## src/rtl/vid_timing_meas_pkg.sv

```systemverilog
// +----------------------------------------------------------------------+
// | vid_timing_meas_pkg : shared constants for the video timing monitor  |
// | Rev 1.0                                                              |
// +----------------------------------------------------------------------+
`default_nettype none

package vid_timing_meas_pkg;

  localparam logic [1:0] ST_IDLE = 2'd0;
  localparam logic [1:0] ST_SYNC = 2'd1;
  localparam logic [1:0] ST_MEAS = 2'd2;

  localparam int unsigned ERR_HTOTAL = 0;
  localparam int unsigned ERR_HACT   = 1;
  localparam int unsigned ERR_HPW    = 2;
  localparam int unsigned ERR_VTOTAL = 3;
  localparam int unsigned ERR_VACT   = 4;
  localparam int unsigned ERR_VPW    = 5;

  localparam logic [11:0] CNT_MAX  = 12'hFFF;
  localparam logic [15:0] CRC_POLY = 16'h1021;
  localparam logic [15:0] CRC_INIT = 16'hFFFF;

  typedef struct packed {
    logic [11:0] htotal;
    logic [11:0] hact;
    logic [11:0] hpw;
  } line_meas_t;

  function automatic logic [11:0] sat_inc(input logic [11:0] v, input logic inc);
    return (inc && (v != CNT_MAX)) ? v + 12'd1 : v;
  endfunction

endpackage

`default_nettype wire

```

## src/rtl/vid_crc16_24.sv

```systemverilog
// +----------------------------------------------------------------------+
// | vid_crc16_24 : CRC-16-CCITT next state for 24 data bits, MSB first   |
// | Rev 1.0                                                              |
// +----------------------------------------------------------------------+
`default_nettype none

module vid_crc16_24
  import vid_timing_meas_pkg::*;
(
  input  logic [15:0] crc_in,
  input  logic [23:0] data,
  output logic [15:0] crc_out
);

  always_comb begin
    logic [15:0] c;
    c = crc_in;
    for (int i = 23; i >= 0; i--) begin
      if (c[15] ^ data[i]) c = {c[14:0], 1'b0} ^ CRC_POLY;
      else                 c = {c[14:0], 1'b0};
    end
    crc_out = c;
  end

endmodule

`default_nettype wire

```

## src/rtl/vid_timing_meas.sv

```systemverilog
// +----------------------------------------------------------------------+
// | vid_timing_meas : DE/Vsync/Hsync timing monitor with lock detection  |
// | Optional frame CRC when VID_MEAS_CRC_EN is defined.  Rev 1.0         |
// +----------------------------------------------------------------------+
`default_nettype none

module vid_timing_meas
  import vid_timing_meas_pkg::*;
#(
  parameter logic [11:0] V_ACT       = 12'd2048,
  parameter logic [11:0] V_PW        = 12'd2,
  parameter logic [11:0] V_BP        = 12'd2,
  parameter logic [11:0] V_FP        = 12'd192,
  parameter logic [11:0] H_ACT       = 12'd2048,
  parameter logic [11:0] H_PW        = 12'd42,
  parameter logic [11:0] H_BP        = 12'd20,
  parameter logic [11:0] H_FP        = 12'd90,
  parameter logic [7:0]  RGB_PORT    = 8'd1,
  parameter logic [3:0]  LOCK_FRAMES = 4'd3
)(
  input  logic                      clk,
  input  logic                      rst_n,
  input  logic                      en,
  input  logic                      DE,
  input  logic                      Vsync,
  input  logic                      Hsync,
  input  logic [RGB_PORT*24-1:0]    data_rgb,
  output logic                      meas_valid,
  output logic [11:0]               meas_htotal,
  output logic [11:0]               meas_hact,
  output logic [11:0]               meas_hpw,
  output logic [11:0]               meas_vtotal,
  output logic [11:0]               meas_vact,
  output logic [11:0]               meas_vpw,
  output logic [5:0]                err,
  output logic                      nosync,
  output logic                      locked,
  output logic [15:0]               frame_crc
);

  localparam logic [11:0] HTOT = H_ACT + H_PW + H_BP + H_FP;
  localparam logic [11:0] VTOT = V_ACT + V_PW + V_BP + V_FP;

  logic        de_q, vs_q, hs_q;
  logic        de_rise, vs_rise, hs_rise;
  logic [1:0]  state;
  logic [11:0] h_cnt, hpw_cnt, hact_cnt;
  logic [11:0] line_htotal, line_hpw, line_hact;
  logic [11:0] v_cnt, vpw_cnt, vact_cnt;
  logic [3:0]  good_cnt, good_next;
  logic        meas_now;
  line_meas_t  cur_line;
  logic [5:0]  err_now;
  logic        unused_rgb;

  assign unused_rgb = ^data_rgb;

  assign de_rise = DE    & ~de_q;
  assign vs_rise = Vsync & ~vs_q;
  assign hs_rise = Hsync & ~hs_q;

  assign meas_now = en && (state == ST_MEAS) && vs_rise && !nosync;

  always_ff @(posedge clk) begin
    if (!rst_n) begin
      de_q <= 1'b0;
      vs_q <= 1'b0;
      hs_q <= 1'b0;
    end else begin
      de_q <= DE;
      vs_q <= Vsync;
      hs_q <= Hsync;
    end
  end

  always_ff @(posedge clk) begin
    if (!rst_n || !en) begin
      state <= ST_IDLE;
    end else begin
      case (state)
        ST_IDLE: state <= ST_SYNC;
        ST_SYNC: if (vs_rise) state <= ST_MEAS;
        ST_MEAS: if (nosync)  state <= ST_SYNC;
        default: state <= ST_IDLE;
      endcase
    end
  end

  // hact tracks the last line that carried DE, so blanking lines at the
  // bottom of the frame do not hide the active width
  always_ff @(posedge clk) begin
    if (!rst_n || !en) begin
      h_cnt       <= '0;
      hpw_cnt     <= '0;
      hact_cnt    <= '0;
      line_htotal <= '0;
      line_hpw    <= '0;
      line_hact   <= '0;
    end else begin
      if (hs_rise) begin
        h_cnt       <= 12'd1;
        hpw_cnt     <= 12'd1;
        hact_cnt    <= {11'd0, DE};
        line_htotal <= h_cnt;
        line_hpw    <= hpw_cnt;
      end else begin
        h_cnt    <= sat_inc(h_cnt, 1'b1);
        hpw_cnt  <= sat_inc(hpw_cnt, Hsync);
        hact_cnt <= sat_inc(hact_cnt, DE);
      end
      if (vs_rise)
        line_hact <= '0;
      else if (hs_rise && (hact_cnt != '0))
        line_hact <= hact_cnt;
    end
  end

  // A coincident Hsync rise closes the old frame's last line but is the
  // first line of the new frame
  always_ff @(posedge clk) begin
    if (!rst_n || !en) begin
      v_cnt    <= '0;
      vpw_cnt  <= '0;
      vact_cnt <= '0;
    end else if (vs_rise) begin
      v_cnt    <= {11'd0, hs_rise};
      vpw_cnt  <= {11'd0, hs_rise};
      vact_cnt <= {11'd0, de_rise};
    end else begin
      v_cnt    <= sat_inc(v_cnt, hs_rise);
      vpw_cnt  <= sat_inc(vpw_cnt, hs_rise & Vsync);
      vact_cnt <= sat_inc(vact_cnt, de_rise);
    end
  end

  always_comb begin
    cur_line.htotal = hs_rise ? h_cnt : line_htotal;
    cur_line.hpw    = hs_rise ? hpw_cnt : line_hpw;
    cur_line.hact   = (hs_rise && (hact_cnt != '0)) ? hact_cnt : line_hact;
    err_now             = '0;
    err_now[ERR_HTOTAL] = (cur_line.htotal != HTOT);
    err_now[ERR_HACT]   = (cur_line.hact   != H_ACT);
    err_now[ERR_HPW]    = (cur_line.hpw    != H_PW);
    err_now[ERR_VTOTAL] = (v_cnt           != VTOT);
    err_now[ERR_VACT]   = (vact_cnt        != V_ACT);
    err_now[ERR_VPW]    = (vpw_cnt         != V_PW);
  end

  always_ff @(posedge clk) begin
    if (!rst_n) begin
      meas_valid  <= 1'b0;
      meas_htotal <= '0;
      meas_hact   <= '0;
      meas_hpw    <= '0;
      meas_vtotal <= '0;
      meas_vact   <= '0;
      meas_vpw    <= '0;
      err         <= '0;
    end else begin
      meas_valid <= meas_now;
      if (meas_now) begin
        meas_htotal <= cur_line.htotal;
        meas_hact   <= cur_line.hact;
        meas_hpw    <= cur_line.hpw;
        meas_vtotal <= v_cnt;
        meas_vact   <= vact_cnt;
        meas_vpw    <= vpw_cnt;
        err         <= err_now;
      end
    end
  end

  always_ff @(posedge clk) begin
    if (!rst_n)
      nosync <= 1'b0;
    else if (hs_rise)
      nosync <= 1'b0;
    else if (h_cnt == CNT_MAX)
      nosync <= 1'b1;
  end

  assign good_next = (good_cnt == LOCK_FRAMES) ? LOCK_FRAMES : good_cnt + 4'd1;

  always_ff @(posedge clk) begin
    if (!rst_n || !en || nosync) begin
      good_cnt <= '0;
      locked   <= 1'b0;
    end else if (meas_now) begin
      if (err_now == '0) begin
        good_cnt <= good_next;
        locked   <= (good_next == LOCK_FRAMES);
      end else begin
        good_cnt <= '0;
        locked   <= 1'b0;
      end
    end
  end

`ifdef VID_MEAS_CRC_EN
  logic [15:0] crc_acc, crc_seed, crc_step;

  assign crc_seed = vs_rise ? CRC_INIT : crc_acc;

  vid_crc16_24 u_crc (
    .crc_in  (crc_seed),
    .data    (data_rgb[23:0]),
    .crc_out (crc_step)
  );

  always_ff @(posedge clk) begin
    if (!rst_n || !en)
      crc_acc <= CRC_INIT;
    else if (DE)
      crc_acc <= crc_step;
    else if (vs_rise)
      crc_acc <= CRC_INIT;
  end

  always_ff @(posedge clk) begin
    if (!rst_n)
      frame_crc <= '0;
    else if (meas_now)
      frame_crc <= crc_acc;
  end
`else
  assign frame_crc = 16'h0000;
`endif

endmodule

`default_nettype wire
```

## config.mk

```make
export PLATFORM = sky130hd
export DESIGN_NAME = vid_timing_meas
export DESIGN_NICKNAME = d
export VERILOG_FILES = /design/src/rtl/vid_timing_meas_pkg.sv /design/src/rtl/vid_crc16_24.sv /design/src/rtl/vid_timing_meas.sv
export SDC_FILE = /design/constraint.sdc
export NUM_CORES = 1
export LEC_CHECK = 0
export BUFFER_PORTS_ARGS = -buffer_cell sky130_fd_sc_hd__buf_2
export CORE_ASPECT_RATIO = 0.7
export CORE_MARGIN = 2
export CORE_UTILIZATION = 50
export CTS_CLUSTER_DIAMETER = 120
export DETAILED_ROUTE_END_ITERATION = 7
export HOLD_SLACK_MARGIN = 0.08
export PLACE_DENSITY = 0.73
export SYNTH_ARGS = -nofsm -noshare
export SYNTH_HDL_FRONTEND = slang
export SYNTH_SLANG_ARGS = --single-unit
```

## constraint.sdc

```tcl
create_clock -name clk -period 2.3 [get_ports clk]
set_input_delay 0.23 -clock clk [delete_from_list [all_inputs] [get_ports clk]]
set_output_delay 0.23 -clock clk [all_outputs]
set_load 0.1 [all_outputs]
```

==> run_results.csv <==
group,metric,value,unit
status,status,"finished, final reports clean",
worst_setup_path,required,2.66,ns
worst_setup_path,path_max_fanout,6,
global_route,grt_usage,0.215,
yosys,synth_top_cell_by_area,"dfxtp_1",
final_layout,mostFrequentLayoutCell,"dfxtp_1",
pwr,p_leak,3.64,nW
placed_design,dpl_cell_area,8890,sq um
die,chipHeight,111,microns
sta,rsz0062_at_grt,"no",
placed_design,pre_cts_slack,0.227,ns
flow_run,drv_cap,0,
clock_network,htree_levels,4,
die,ios,127,
detailed_routing,wl,18300,microns
final_layout,syn2layout_area_growth,15.9,%
sta,finalSetupTns,0,ns
yosys,synthCells,955,
die,dieArea,17500,sq um
placed_design,port_buffers,86,
clock_network,cts_buffers,17,
detailed_routing,wl_per_cell,14.5,microns
sta,whs,0.131,ns
clock_network,cts.sinks,198,
final_layout,final_net_count,1067,
final_layout,stdcell_area,9520,sq um
detailed_routing,vias,6662,
final_layout,final_cell_mix,"dfxtp_1 (198), nor2_1 (164), nand2_1 (112)",
sta,slew_violations,0,
yosys,synth_area,8220,sq um
clock_network,cts_buffer_depth,2,
yosys,synthFlopType,"dfxtp_1",
sta,max_freq,475,MHz
sta,hold_viol_final,0,
yosys,synth_top_area_frac,0.482,
worst_setup_path,criticalPathCategory,"reg -> reg",
detailed_routing,ant_nets,0,
pwr,ir_drop,0.439,mV
clock_network,clk-insertion-delay-late,0.43,ns
yosys,synth-edff-count,0,
placed_design,dp_hpwl,12500,microns
yosys,synthArstFlopShare,0,
detailed_routing,drc,0,
yosys,ys_seq_area_frac,0.482,
placed_design,dp_cells,1231,
yosys,synth_area_leaders,"dfxtp_1 (48%), nor2_1 (7.5%), nand2_1 (5.1%)",
hold_path,hp-class,"in -> reg",
yosys,yosysUniqueCellTypes,53,
worst_setup_path,end_kind,"flop",
global_route,gr-total-overflow,0,
yosys,yosysWarningCount,0,
sta,finClkSkew,0.00924,ns
sta,tightest_slew,0.620,ns
worst_setup_path,critPathLaunchType,"flop",
final_layout,diodes,0,
detailed_routing,dr.first_iter.drc_count,445,
worst_setup_path,arrival,2.47,ns
clock_network,clkTransAtPathRegs,0.07,ns
die,fp.dieW,157,microns
detailed_routing,via_per_inst,5.27,
die,num_rows,39,
pwr,power_density,729,nW/um^2
final_layout,fillers,1482,
final_layout,drive_gt1_frac,0.146,
clock_network,cts_tree,"yes",
clock_network,root_buffer,"clkbuf_16",
sta,setup_violations,0,
placed_design,place_congestion,0.836,
yosys,postSynthAreaPerCell,8.60,sq um
die,initial_core_util,0.507,
detailed_routing,first_pass_iters,4,
global_route,antenna_found_initial,0,
clock_network,cts_setup_buffers,0,
sta,fin_ws,0.196,ns
die,core_area,16200,sq um
global_route,grt_pass1_wl,30500,microns
final_layout,instances_no_fill,1264,
sta,slew_headroom,0.586,
sta,fin_crit_sh,0.915,
sta,finalCriticalPeriod,2.10,ns
yosys,ys_ff_latch,198,
global_route,grt_max_degree,44,
global_route,grt_pass1_vias,6109,
==> worst paths after layout <==
check,startpoint,endpoint,slack (ns),cells past startpoint
hold reg to reg,meas_vpw[0]$_SDFFE_PN0P_,meas_vpw[0]$_SDFFE_PN0P_,0.45,2
setup reg to reg,hpw_cnt[1]$_SDFFE_PP0P_,hpw_cnt[10]$_SDFFE_PP0P_,0.20,6
setup / recovery,hpw_cnt[1]$_SDFFE_PP0P_,hpw_cnt[10]$_SDFFE_PP0P_,0.20,6
hold / removal,rst_n,err[4]$_SDFFE_PN0P_,0.13,3
==> synthesized netlist by cell type (2+ instances only) <==
| master | instances |
|---|---|
| buf_4 | 16 |
| nor3b_1 | 2 |
| and2_1 | 8 |
| mux2i_1 | 30 |
| a211oi_1 | 40 |
| dfxtp_1 | 198 |
| and3_1 | 18 |
| xor2_1 | 29 |
| o211a_1 | 2 |
| nand4_1 | 29 |
| clkbuf_1 | 53 |
| a22o_1 | 3 |
| nand2b_1 | 4 |
| a31oi_1 | 4 |
| nor4_1 | 9 |
| nor2_1 | 164 |
| inv_1 | 15 |
| xnor2_1 | 23 |
| o21ai_0 | 13 |
| or3b_2 | 2 |
| and4_1 | 11 |
| and4b_1 | 2 |
| nor4b_1 | 8 |
| nor3_1 | 16 |
| buf_2 | 5 |
| nor4bb_1 | 3 |
| ha_1 | 11 |
| a22oi_1 | 8 |
| nand2_1 | 112 |
| or3_1 | 8 |
| nand3_1 | 23 |
| nor2b_1 | 3 |
| a21oi_1 | 62 |
| o211ai_1 | 2 |
==> critical path: stages (launching register included) <==
cell	delay, ns
dfxtp_1	0.36
ha_1	0.25
nand4_1	0.14
o31a_1	0.27
or3b_2	0.53
or3_1	0.36
a21oi_1	0.14
==> through the flow <==
step / total power [mW] / util
finish: 6.94 / 0.588
detailed placement: 3.88 / 0.549
global route: 7.16 / 0.588
floorplan: 3.83 / -
global placement: 3.88 / 0.549
CTS: 6.99 / 0.588
==> cell type report <==
class	count	area (sq um)	area share
clock inverter	12	176	0.0185
sequential	198	3960	0.416
timing repair buffer	112	678	0.0712
tap	225	282	0.0296
inverter	16	60.1	0.00631
multi-input combinational	681	3910	0.411
clock buffer	20	447	0.0469
==> repair_timing <==
item / CTS / global route
resized for setup: 0 / 0
hold buffers: 1 / 0
endpoints found under the hold margin: 1 / 0
==> report_power, final <==
part	internal [mW]	total [mW]	switching (mW)	leakage (nW)
clock network	1.85	3.13	1.28	0.289
registers	3.44	3.45	0.0124	1.60
logic	0.0709	0.351	0.280	1.76
==> layer usage <==
layer	up-vias	track usage	routed length, microns
li1	3406	-	-
met1	3081	0.321	9530
met2	152	0.310	7670
met3	23	0.0434	833
met4	0	0.0703	283
met5	-	0	0
==> logic make-up after synthesis <==
group,share of synthesized area
mux,0.0382
simple gates,0.247
flops,0.482
other cells,0.000456
xor+xnor,0.0554
buf+inv,0.0496
compound gates,0.110
fa+ha+maj,0.0168
Note: power is estimated with default switching activity, not from simulation.
